### src/rtl/eth_udp_recv.sv
// eth_udp_recv: parses an IPv4 + UDP header from a MAC-stripped byte stream, validates it,
// and writes the UDP payload into the rx FIFO with a single done/err pulse per packet.
module eth_udp_recv #(
   parameter bit CHECK_IP_CSUM = 1'b1,
   parameter bit ACCEPT_BCAST  = 1'b1
) (
   input  logic        clk,
   input  logic        rst,
   input  logic [31:0] local_ip,
   input  logic [15:0] local_port,
   input  logic        ip_valid,
   input  logic        ip_sop,
   input  logic        ip_eop,
   input  logic [7:0]  ip_data,
   input  logic        wfifo_full,
   output logic        wfifo_wr_en,
   output logic [7:0]  wfifo_wr_data,
   output logic [31:0] rx_src_ip,
   output logic [15:0] rx_src_port,
   output logic [15:0] rx_udp_data_len,
   output logic        recv_done,
   output logic        recv_err,
   output logic [2:0]  err_code,
   output logic        busy
);
   localparam logic [2:0] E_NONE  = 3'd0;
   localparam logic [2:0] E_HDR   = 3'd1;
   localparam logic [2:0] E_CSUM  = 3'd2;
   localparam logic [2:0] E_IP    = 3'd3;
   localparam logic [2:0] E_PORT  = 3'd4;
   localparam logic [2:0] E_LEN   = 3'd5;
   localparam logic [2:0] E_TRUNC = 3'd6;
   localparam logic [2:0] E_OVF   = 3'd7;

   typedef enum logic [2:0] {IDLE, IP_HDR, UDP_HDR, UDP_DATA, DROP} state_t;

   state_t      state;
   logic [15:0] cnt;
   logic [19:0] acc;
   logic [7:0]  prev;
   logic [15:0] ip_len;
   logic [15:0] udp_len;
   logic [15:0] src_port;
   logic [31:0] src_ip;
   logic [23:0] dst_ip;

   logic [15:0] word;
   logic [19:0] csum_sum;
   logic [19:0] csum_fold;
   logic [31:0] dst_full;
   logic        csum_ok;
   logic        ip_ok;
   logic        in_pkt;
   logic        last;
   logic [2:0]  fault;

   function automatic logic [19:0] fold(input logic [19:0] x);
      return {4'd0, x[15:0]} + {16'd0, x[19:16]};
   endfunction

   // Header fields are big-endian 16-bit words: previous byte is the high half.
   assign word      = {prev, ip_data};
   assign csum_sum  = acc + {4'd0, word};
   assign csum_fold = fold(fold(csum_sum));
   assign csum_ok   = (csum_fold == 20'h0FFFF);
   assign dst_full  = {dst_ip, ip_data};
   assign ip_ok     = (dst_full == local_ip) || (ACCEPT_BCAST && (dst_full == 32'hFFFF_FFFF));
   assign in_pkt    = (state == IP_HDR) || (state == UDP_HDR) || (state == UDP_DATA);
   assign busy      = (state != IDLE);

   always_comb begin
      fault = E_NONE;
      last  = 1'b0;
      case (state)
         IP_HDR: begin
            last = (cnt == 16'd19);
            case (cnt)
               16'd3:  if (word < 16'd28) fault = E_LEN;
               16'd7:  if (prev[5] || ({prev[4:0], ip_data} != 13'd0)) fault = E_HDR;
               16'd9:  if (ip_data != 8'h11) fault = E_HDR;
               16'd19: begin
                  if (CHECK_IP_CSUM && !csum_ok) fault = E_CSUM;
                  else if (!ip_ok)               fault = E_IP;
               end
               default: ;
            endcase
         end
         UDP_HDR: begin
            last = (cnt == 16'd7);
            case (cnt)
               16'd3: if (word != local_port) fault = E_PORT;
               16'd5: if ((word < 16'd8) || (word > (ip_len - 16'd20))) fault = E_LEN;
               default: ;
            endcase
         end
         UDP_DATA: begin
            last = (cnt == (udp_len - 16'd9));
            if (wfifo_full) fault = E_OVF;
         end
         default: ;
      endcase
   end

   always_ff @(posedge clk) begin
      if (rst) begin
         state           <= IDLE;
         cnt             <= '0;
         acc             <= '0;
         wfifo_wr_en     <= 1'b0;
         wfifo_wr_data   <= '0;
         rx_src_ip       <= '0;
         rx_src_port     <= '0;
         rx_udp_data_len <= '0;
         recv_done       <= 1'b0;
         recv_err        <= 1'b0;
         err_code        <= '0;
      end else begin
         wfifo_wr_en <= 1'b0;
         recv_done   <= 1'b0;
         recv_err    <= 1'b0;
         if (ip_valid && ip_sop) begin
            // A sop inside a live packet truncates it; the sop byte still opens the next one.
            if (in_pkt) begin
               recv_err <= 1'b1;
               err_code <= E_TRUNC;
            end
            cnt <= 16'd1;
            acc <= '0;
            if ((ip_data != 8'h45) || ip_eop) begin
               state <= ip_eop ? IDLE : DROP;
               if (!in_pkt) begin
                  recv_err <= 1'b1;
                  err_code <= (ip_data != 8'h45) ? E_HDR : E_TRUNC;
               end
            end else begin
               state <= IP_HDR;
            end
         end else if (ip_valid) begin
            case (state)
               IDLE: ;
               DROP: if (ip_eop) state <= IDLE;
               default: begin
                  if ((state == UDP_DATA) && !wfifo_full) begin
                     wfifo_wr_en   <= 1'b1;
                     wfifo_wr_data <= ip_data;
                  end
                  if ((state == IP_HDR) && cnt[0]) acc <= csum_sum;
                  cnt <= cnt + 16'd1;
                  if (fault != E_NONE) begin
                     recv_err <= 1'b1;
                     err_code <= fault;
                     cnt      <= '0;
                     state    <= ip_eop ? IDLE : DROP;
                  end else if (last && ((state == UDP_DATA) ||
                                        ((state == UDP_HDR) && (udp_len == 16'd8)))) begin
                     recv_done       <= 1'b1;
                     rx_src_ip       <= src_ip;
                     rx_src_port     <= src_port;
                     rx_udp_data_len <= udp_len - 16'd8;
                     cnt             <= '0;
                     state           <= ip_eop ? IDLE : DROP;
                  end else if (ip_eop) begin
                     recv_err <= 1'b1;
                     err_code <= E_TRUNC;
                     cnt      <= '0;
                     state    <= IDLE;
                  end else if (last) begin
                     cnt   <= '0;
                     state <= (state == IP_HDR) ? UDP_HDR : UDP_DATA;
                  end
               end
            endcase
         end
      end
   end

   always_ff @(posedge clk) begin
      if (ip_valid) begin
         prev <= ip_data;
         if (!ip_sop && (state == IP_HDR)) begin
            if (cnt == 16'd3) ip_len <= word;
            if ((cnt >= 16'd12) && (cnt <= 16'd15)) src_ip <= {src_ip[23:0], ip_data};
            if (cnt >= 16'd16) dst_ip <= {dst_ip[15:0], ip_data};
         end
         if (!ip_sop && (state == UDP_HDR)) begin
            if (cnt == 16'd1) src_port <= word;
            if (cnt == 16'd5) udp_len  <= word;
         end
      end
   end
endmodule
### config.mk
export PLATFORM = sky130hd
export DESIGN_NAME = eth_udp_recv
export DESIGN_NICKNAME = d
export VERILOG_FILES = /design/src/rtl/eth_udp_recv.sv
export SDC_FILE = /design/constraint.sdc
export NUM_CORES = 1
export LEC_CHECK = 0
export CORE_MARGIN = 4
export CORE_UTILIZATION = 64
export CTS_CLUSTER_DIAMETER = 30
export DETAILED_ROUTE_END_ITERATION = 10
export DONT_BUFFER_PORTS = 1
export HOLD_SLACK_MARGIN = 0.02
export PLACE_DENSITY = 0.9
export SLEW_MARGIN = 15
export SYNTH_ARGS = -nofsm -noshare
export SYNTH_HDL_FRONTEND = slang
export SYNTH_SLANG_ARGS = --single-unit
### constraint.sdc
create_clock -name clk -period 12.2 [get_ports clk]
set_input_delay 3.05 -clock clk [delete_from_list [all_inputs] [get_ports clk]]
set_output_delay 3.05 -clock clk [all_outputs]
set_load 0.01 [all_outputs]
==> results.sh, run 1 <==
export IMPL_status="finished clean"
export IMPL_final_cell_count_no_fill=1445
export IMPL_ys_seq_area_share_pct=48.14
export IMPL_die_x_um=144.1
export IMPL_drtPass1Iterations=6
export IMPL_gp_congestion=0.9585
export IMPL_dpl_hpwl_um=21020
export IMPL_grt_pass1_vias=9663
export IMPL_grt_max_degree=82
export IMPL_cts_buffers=39
export IMPL_drive_gt1_share_pct=7.648
export IMPL_num_vias=9661
export IMPL_startpoint="ip_data[0]"
export IMPL_clk_pin_slew_ns=0.06
export IMPL_cpMostUsedCell="ha_1"
export IMPL_r2r_start="acc[0]$_SDFFE_PP0P_"
export IMPL_cts_tree="done"
export IMPL_clk_latency_ns=0.54
export IMPL_yosysMostFrequentCell="nor2_1"
export IMPL_cts_root_buf="clkbuf_16"
export IMPL_wl_per_cell_um=22.56
export IMPL_viasPerCell=6.686
export IMPL_yosys_top_cells_area="edfxtp_1, dfxtp_1, mux2i_1"
export IMPL_layout_min_cycle_time_ns=10.50
export IMPL_cts_sinks=229
export IMPL_drt_iter0_drc=1036
export IMPL_synth_fp_nets=1292
export IMPL_min_delay_start="src_ip[9]$_DFFE_PP_"
export IMPL_crit_family="simple AND/OR/NAND/NOR gates"
export IMPL_port_buffers=0
export IMPL_grt_util_all_layers_pct=31.10
export IMPL_ctsLongestPathBuffers=3
export IMPL_syn_inst=1182
export IMPL_rows=49
export IMPL_antenna_found_initial=0
export IMPL_die_area_um2=20760
export IMPL_cts_setup_buffers=0
export IMPL_power_density_nw_per_um2=150.9
export IMPL_critical_path_class="input port to flip-flop"
export IMPL_multi_input_area_um2=5874
export IMPL_drc=0
export IMPL_p_leak_nw=4.803
export IMPL_diodes=0
export IMPL_yosysUniqueCellTypes=73
export IMPL_drv_slew=0
export IMPL_finalCritPeriodShare_pct=86.06
export IMPL_die_h_um=144.1
export IMPL_start_kind="input port"
export IMPL_yosys_area_top_type_share_pct=28.38
export IMPL_ios=141
export IMPL_ant_nets=0
export IMPL_grt_overflow_total=0
export IMPL_worstPathMaxFanout=27
export IMPL_synth_area_leader_cell="edfxtp_1"
export IMPL_worstPathArrival_ns=10.91
export IMPL_cts_hold_buf=0
export IMPL_place_inst=1373
export IMPL_slew_headroom_pct=34.68
export IMPL_start_util_pct=65.53
export IMPL_hp_class="flip-flop to flip-flop"
export IMPL_synth_edf_count=112
export IMPL_htreeDepth=2
export IMPL_p_total_mw=2.024
export IMPL_critPathCaptureType="flip-flop"
export IMPL_ys_top_cells_by_count="nor2_1, dfxtp_1, edfxtp_1"
export IMPL_worst_pin_slew_ns=0.9766
export IMPL_drv_cap=0
export IMPL_synthArstFlopShare_pct=0
export IMPL_setup_tns_final_ns=0
export IMPL_worst_clock_skew_ns=0.03306
export IMPL_ys_ff_latch=229
export IMPL_worstPathRequired_ns=12.61
export IMPL_synth_area_um2=11850
export IMPL_seq_area_um2=5705
export IMPL_ir_worst_vdd_mv=0.1851
export IMPL_area_growth_syn_to_layout_pct=13.16
export IMPL_fmax_ghz=0.09525
export IMPL_fin_util_pct=74.16
export IMPL_yosysWarningCount=0
export IMPL_wirelength_um=32600
export IMPL_syn_avg_cell_area_um2=10.03
export IMPL_max_stage_delay_ns=0.80
export IMPL_ctsResizeCount=0
export IMPL_crit_path_top_delay_cell="nor3_4"
export IMPL_rsz0062_at_grt="no"
export IMPL_layout_nets=1295
export IMPL_fill_cells=1083
export IMPL_grt_first_pass_wirelength_um=50850
export IMPL_critical_path_buf_inv_count=2
export IMPL_synthFlopType="dfxtp_1"
export IMPL_setup_viol_count_final=0
export IMPL_core_um2=18090
export IMPL_hold_viol=0
-- routing by layer --
metal	vias to the layer above	routed length (µm)	GRT usage, %
met5	-	0	0
met4	0	1563	15.21
met3	143	3643	8.466
met2	637	15610	52.62
met1	4551	11780	36.61
li1	4330	-	-
-- state kept, by name (all words and copies together), names as in the netlist --
name             cells
rx_src_ip           32
src_ip              32
dst_ip              24
acc                 20
cnt                 16
ip_len              16
rx_src_port         16
rx_udp_data_len     16
src_port            16
udp_len             16
prev                 8
wfifo_wr_data        8
err_code             3
state                3
recv_done            1
recv_err             1
wfifo_wr_en          1
-- path summary, 6_finish.rpt --
check	end	slack, ns	cells after the start
worst min-delay path	src_ip[17]$_DFFE_PP_	0.45	0
worst max register to register	rx_src_port[11]$_SDFFE_PP0P_	3.90	30
worst max-delay path	rx_src_port[11]$_SDFFE_PP0P_	1.70	30
worst min register to register	src_ip[17]$_DFFE_PP_	0.45	0
-- layout make-up --
class | instances | share of cell area [%]
inverters | 23 | 0.6437
multi-input cells | 884 | 43.80
clock inverters | 24 | 1.940
flip-flops and latches | 229 | 42.54
repair buffers | 8 | 0.6343
well taps | 229 | 2.136
clock buffers | 48 | 8.312
-- stage by stage --
step	instance area, µm²	hold WS, ns	setup slack, ns
after floorplan	11850	0.4261	2.696
after global placement	12030	0.4284	1.649
after detailed placement	12030	0.4346	1.385
after CTS	13410	0.4501	1.833
after global routing	13410	0.4666	1.104
final	13410	0.4519	1.701
-- report_power, final --
part	switching [mW]	leakage [nW]	internal [mW]
clock	0.402	0.653	0.723
combinational	0.0467	2.19	0.0310
sequential	0.0111	1.96	0.809
-- layout by cell type (no fill, tap or decap), types with 7 or more instances in the layout --
master / n
or3_1: 9
nand2b_1: 11
nor3_1: 32
nand3_1: 29
xor2_1: 60
xnor2_1: 54
mux2i_1: 73
ha_1: 46
a31oi_1: 8
edfxtp_1: 112
nor2b_1: 11
nor4_1: 23
a211oi_1: 13
nand3b_1: 16
clkinvlp_4: 7
nand4_1: 26
clkbuf_16: 43
o21ai_0: 35
and3_1: 19
nor2_1: 158
nand2_1: 81
inv_1: 23
or4_1: 8
a21oi_1: 66
dfxtp_1: 117
a21o_1: 11
-- cell families (layout without fill, tap and decap cells) --
| family | Yosys count | count (layout) | synth area share, % |
|---|---|---|---|
| and+or+nand+nor | 452 | 452 | 18.76 |
| adders and majority gates | 48 | 48 | 5.194 |
| buffers and inverters | 69 | 103 | 2.533 |
| AOI/OAI and AO/OA | 196 | 196 | 10.69 |
| xor gates and xnor gates | 114 | 114 | 8.424 |
| DFF | 229 | 229 | 48.14 |
| muxes | 74 | 74 | 6.260 |
Power figures use the tool's default switching activity.
==> run 2, diff against run 1 <==
SKIP_CTS_REPAIR_TIMING = 1   (was unset)
SKIP_LAST_GASP = 1   (was unset)
SLEW_MARGIN = 10   (was 15)
==> run 2 against run 1 <==
Net effect:
- via count shrank 0.52%
- hold slack is essentially flat
- register-to-register slack is essentially flat
- flip-flop and latch count is the same
- design area is essentially flat
- maximum frequency is essentially flat
- combinational power is essentially flat
- core utilization is essentially flat
- clock skew grew 0.0015 ns
- first-iteration DRC count grew 12%
- critical path type unchanged
- largest power group unchanged
- highest routed layer unchanged
==> results.sh, run 2 (same netlist as run 1, synthesis figures left out) <==
export IMPL_ctsLongestPathBuffers=3
export IMPL_rr_worst_depth=30
export IMPL_rsz0062_at_grt="no"
export IMPL_min_path_cells=0
export IMPL_die_x_um=144.1
export IMPL_cts_root_buf="clkbuf_16"
export IMPL_max_stage_delay_ns=0.80
export IMPL_htreeDepth=2
export IMPL_min_to="src_ip[17]$_DFFE_PP_"
export IMPL_swShare_pct=22.66
export IMPL_ios=141
export IMPL_drtPass1Iterations=6
export IMPL_grt_first_pass_wirelength_um=50850
export IMPL_drt_iter0_drc=1165
export IMPL_fmax_ghz=0.09526
export IMPL_status="finished clean"
export IMPL_drive_gt1_share_pct=7.566
export IMPL_grt_pass1_vias=9663
export IMPL_worstPathArrival_ns=10.91
export IMPL_die_area_um2=20760
export IMPL_intPower_mw=1.564
export IMPL_core_um2=18090
export IMPL_clk_pin_slew_ns=0.06
export IMPL_layout_min_cycle_time_ns=10.50
export IMPL_grt_util_all_layers_pct=31.10
export IMPL_p_leak_nw=4.803
export IMPL_cts_tree="done"
export IMPL_finalCritPeriodShare_pct=86.04
export IMPL_viasPerCell=6.651
export IMPL_crit_path_top_delay_cell="nor3_4"
export IMPL_worst_clock_skew_ns=0.03452
export IMPL_timing_final_ws_setup_ns=1.703
export IMPL_power_density_nw_per_um2=150.8
export IMPL_final_cell_count_no_fill=1445
export IMPL_grt_max_degree=82
export IMPL_area_growth_syn_to_layout_pct=13.10
export IMPL_dpl_hpwl_um=21020
export IMPL_drc=0
export IMPL_hold_viol=0
export IMPL_start_kind="input port"
export IMPL_ir_worst_vdd_mv=0.1849
export IMPL_worst_pin_slew_ns=1.228
export IMPL_p_comb_share_pct=3.8
export IMPL_worstPathMaxFanout=27
export IMPL_ant_nets=0
export IMPL_die_h_um=144.1
export IMPL_layout_nets=1295
export IMPL_layout_cells_most_common_list="nor2_1, dfxtp_1, edfxtp_1, nand2_1, mux2i_1"
export IMPL_power_frac_clock_pct=55.6
export IMPL_num_vias=9611
export IMPL_fill_cells=1087
export IMPL_diodes=0
export IMPL_rows=49
export IMPL_timing_hold_ws_ns=0.4518
export IMPL_hp_class="flip-flop to flip-flop"
export IMPL_grt_overflow_total=0
export IMPL_seq_power_share_pct=40.6
export IMPL_port_buffers=0
export IMPL_min_delay_start="src_ip[9]$_DFFE_PP_"
export IMPL_setup_tns_final_ns=0
export IMPL_p_switching_uw=458.1
export IMPL_drv_slew=0
export IMPL_layout_commonest_cell="nor2_1"
export IMPL_slew_headroom_pct=17.76
export IMPL_wirelength_um=32620
export IMPL_cts_buffers=39
export IMPL_r2r_start="acc[0]$_SDFFE_PP0P_"
export IMPL_clk_latency_ns=0.54
export IMPL_top_regs="rx_src_ip: 32 flops, src_ip: 32 flops, dst_ip: 24 flops"
export IMPL_start_util_pct=65.53
export IMPL_critical_path_class="input port to flip-flop"
export IMPL_cts_sinks=229
export IMPL_gp_congestion=0.9585
export IMPL_worst_r2r_endpoint="rx_src_port[11]$_SDFFE_PP0P_"
export IMPL_wl_per_cell_um=22.57
export IMPL_place_inst=1373
export IMPL_critPathCaptureType="flip-flop"
export IMPL_setup_viol_count_final=0
export IMPL_worstPathRequired_ns=12.61
export IMPL_antenna_found_initial=0
export IMPL_cpMostUsedCell="ha_1"
export IMPL_ff2ff_setup_slack_ns=3.91
export IMPL_drv_cap=0
export IMPL_dp_slack_ns=1.385
==> run 2: worst max-delay path, delay by kind of cell <==
| family | cells | cell delay (ns) |
|---|---|---|
| AND/OR/NAND/NOR | 10 | 3.09 |
| AO/OA/AOI/OAI | 9 | 2.15 |
| multiplexers | 2 | 0.59 |
| XOR/XNOR | 1 | 0.19 |
| buffers and inverters | 2 | 0.37 |
| adder cells (fa/ha/maj) | 6 | 1.41 |
==> run 2: per-stage QoR <==
step                      util [%]  power [mW]  instance area [µm²]
after floorplan                  -      0.8948                11850
after global placement       66.52      0.9075                12030
after detailed placement     66.52      0.9098                12030
after CTS                    74.12       2.025                13410
after global routing         74.12       2.072                13410
final                        74.12       2.022                13410
==> run 2: power by group through the flow <==
stage                     Combinational [mW]  Sequential (mW)  Clock (mW)
after global placement                0.0722            0.835           0
final                                 0.0775            0.821        1.12
after global routing                  0.0856            0.820        1.17
after floorplan                       0.0648            0.830           0
after detailed placement              0.0743            0.836           0
after CTS                             0.0758            0.820        1.13
==> run 2: routing by layer <==
metal	share of wire [%]	track usage (%)	vias up	wire length, µm
li1	-	-	4337	-
met1	36	36.61	4498	11900
met2	48	52.62	638	15510
met3	11	8.466	138	3599
met4	4.9	15.21	0	1611
met5	0	0	-	0
==> run 2: cell type report <==
class	count	area, µm²	area share, %
clock buffers	48	1115	8.316
well taps	229	286.5	2.137
flip-flops and latches	229	5705	42.56
clock inverters	24	260.3	1.941
multi-input cells	884	5867	43.77
inverters	23	86.33	0.6440
repair buffers	8	85.08	0.6347
==> run 2: how the worst max path moves through the flow <==
stage	start	to	slack, ns	depth (start not counted)
after floorplan	ip_data[0]	rx_udp_data_len[2]$_SDFFE_PP0P_	2.70	31
after global placement	ip_data[0]	rx_src_ip[8]$_SDFFE_PP0P_	1.65	30
after detailed placement	ip_data[0]	rx_src_port[11]$_SDFFE_PP0P_	1.39	30
after CTS	ip_data[0]	rx_src_port[11]$_SDFFE_PP0P_	1.83	30
after global routing	ip_data[0]	rx_udp_data_len[7]$_SDFFE_PP0P_	1.10	30
final	ip_data[0]	rx_src_port[11]$_SDFFE_PP0P_	1.70	30
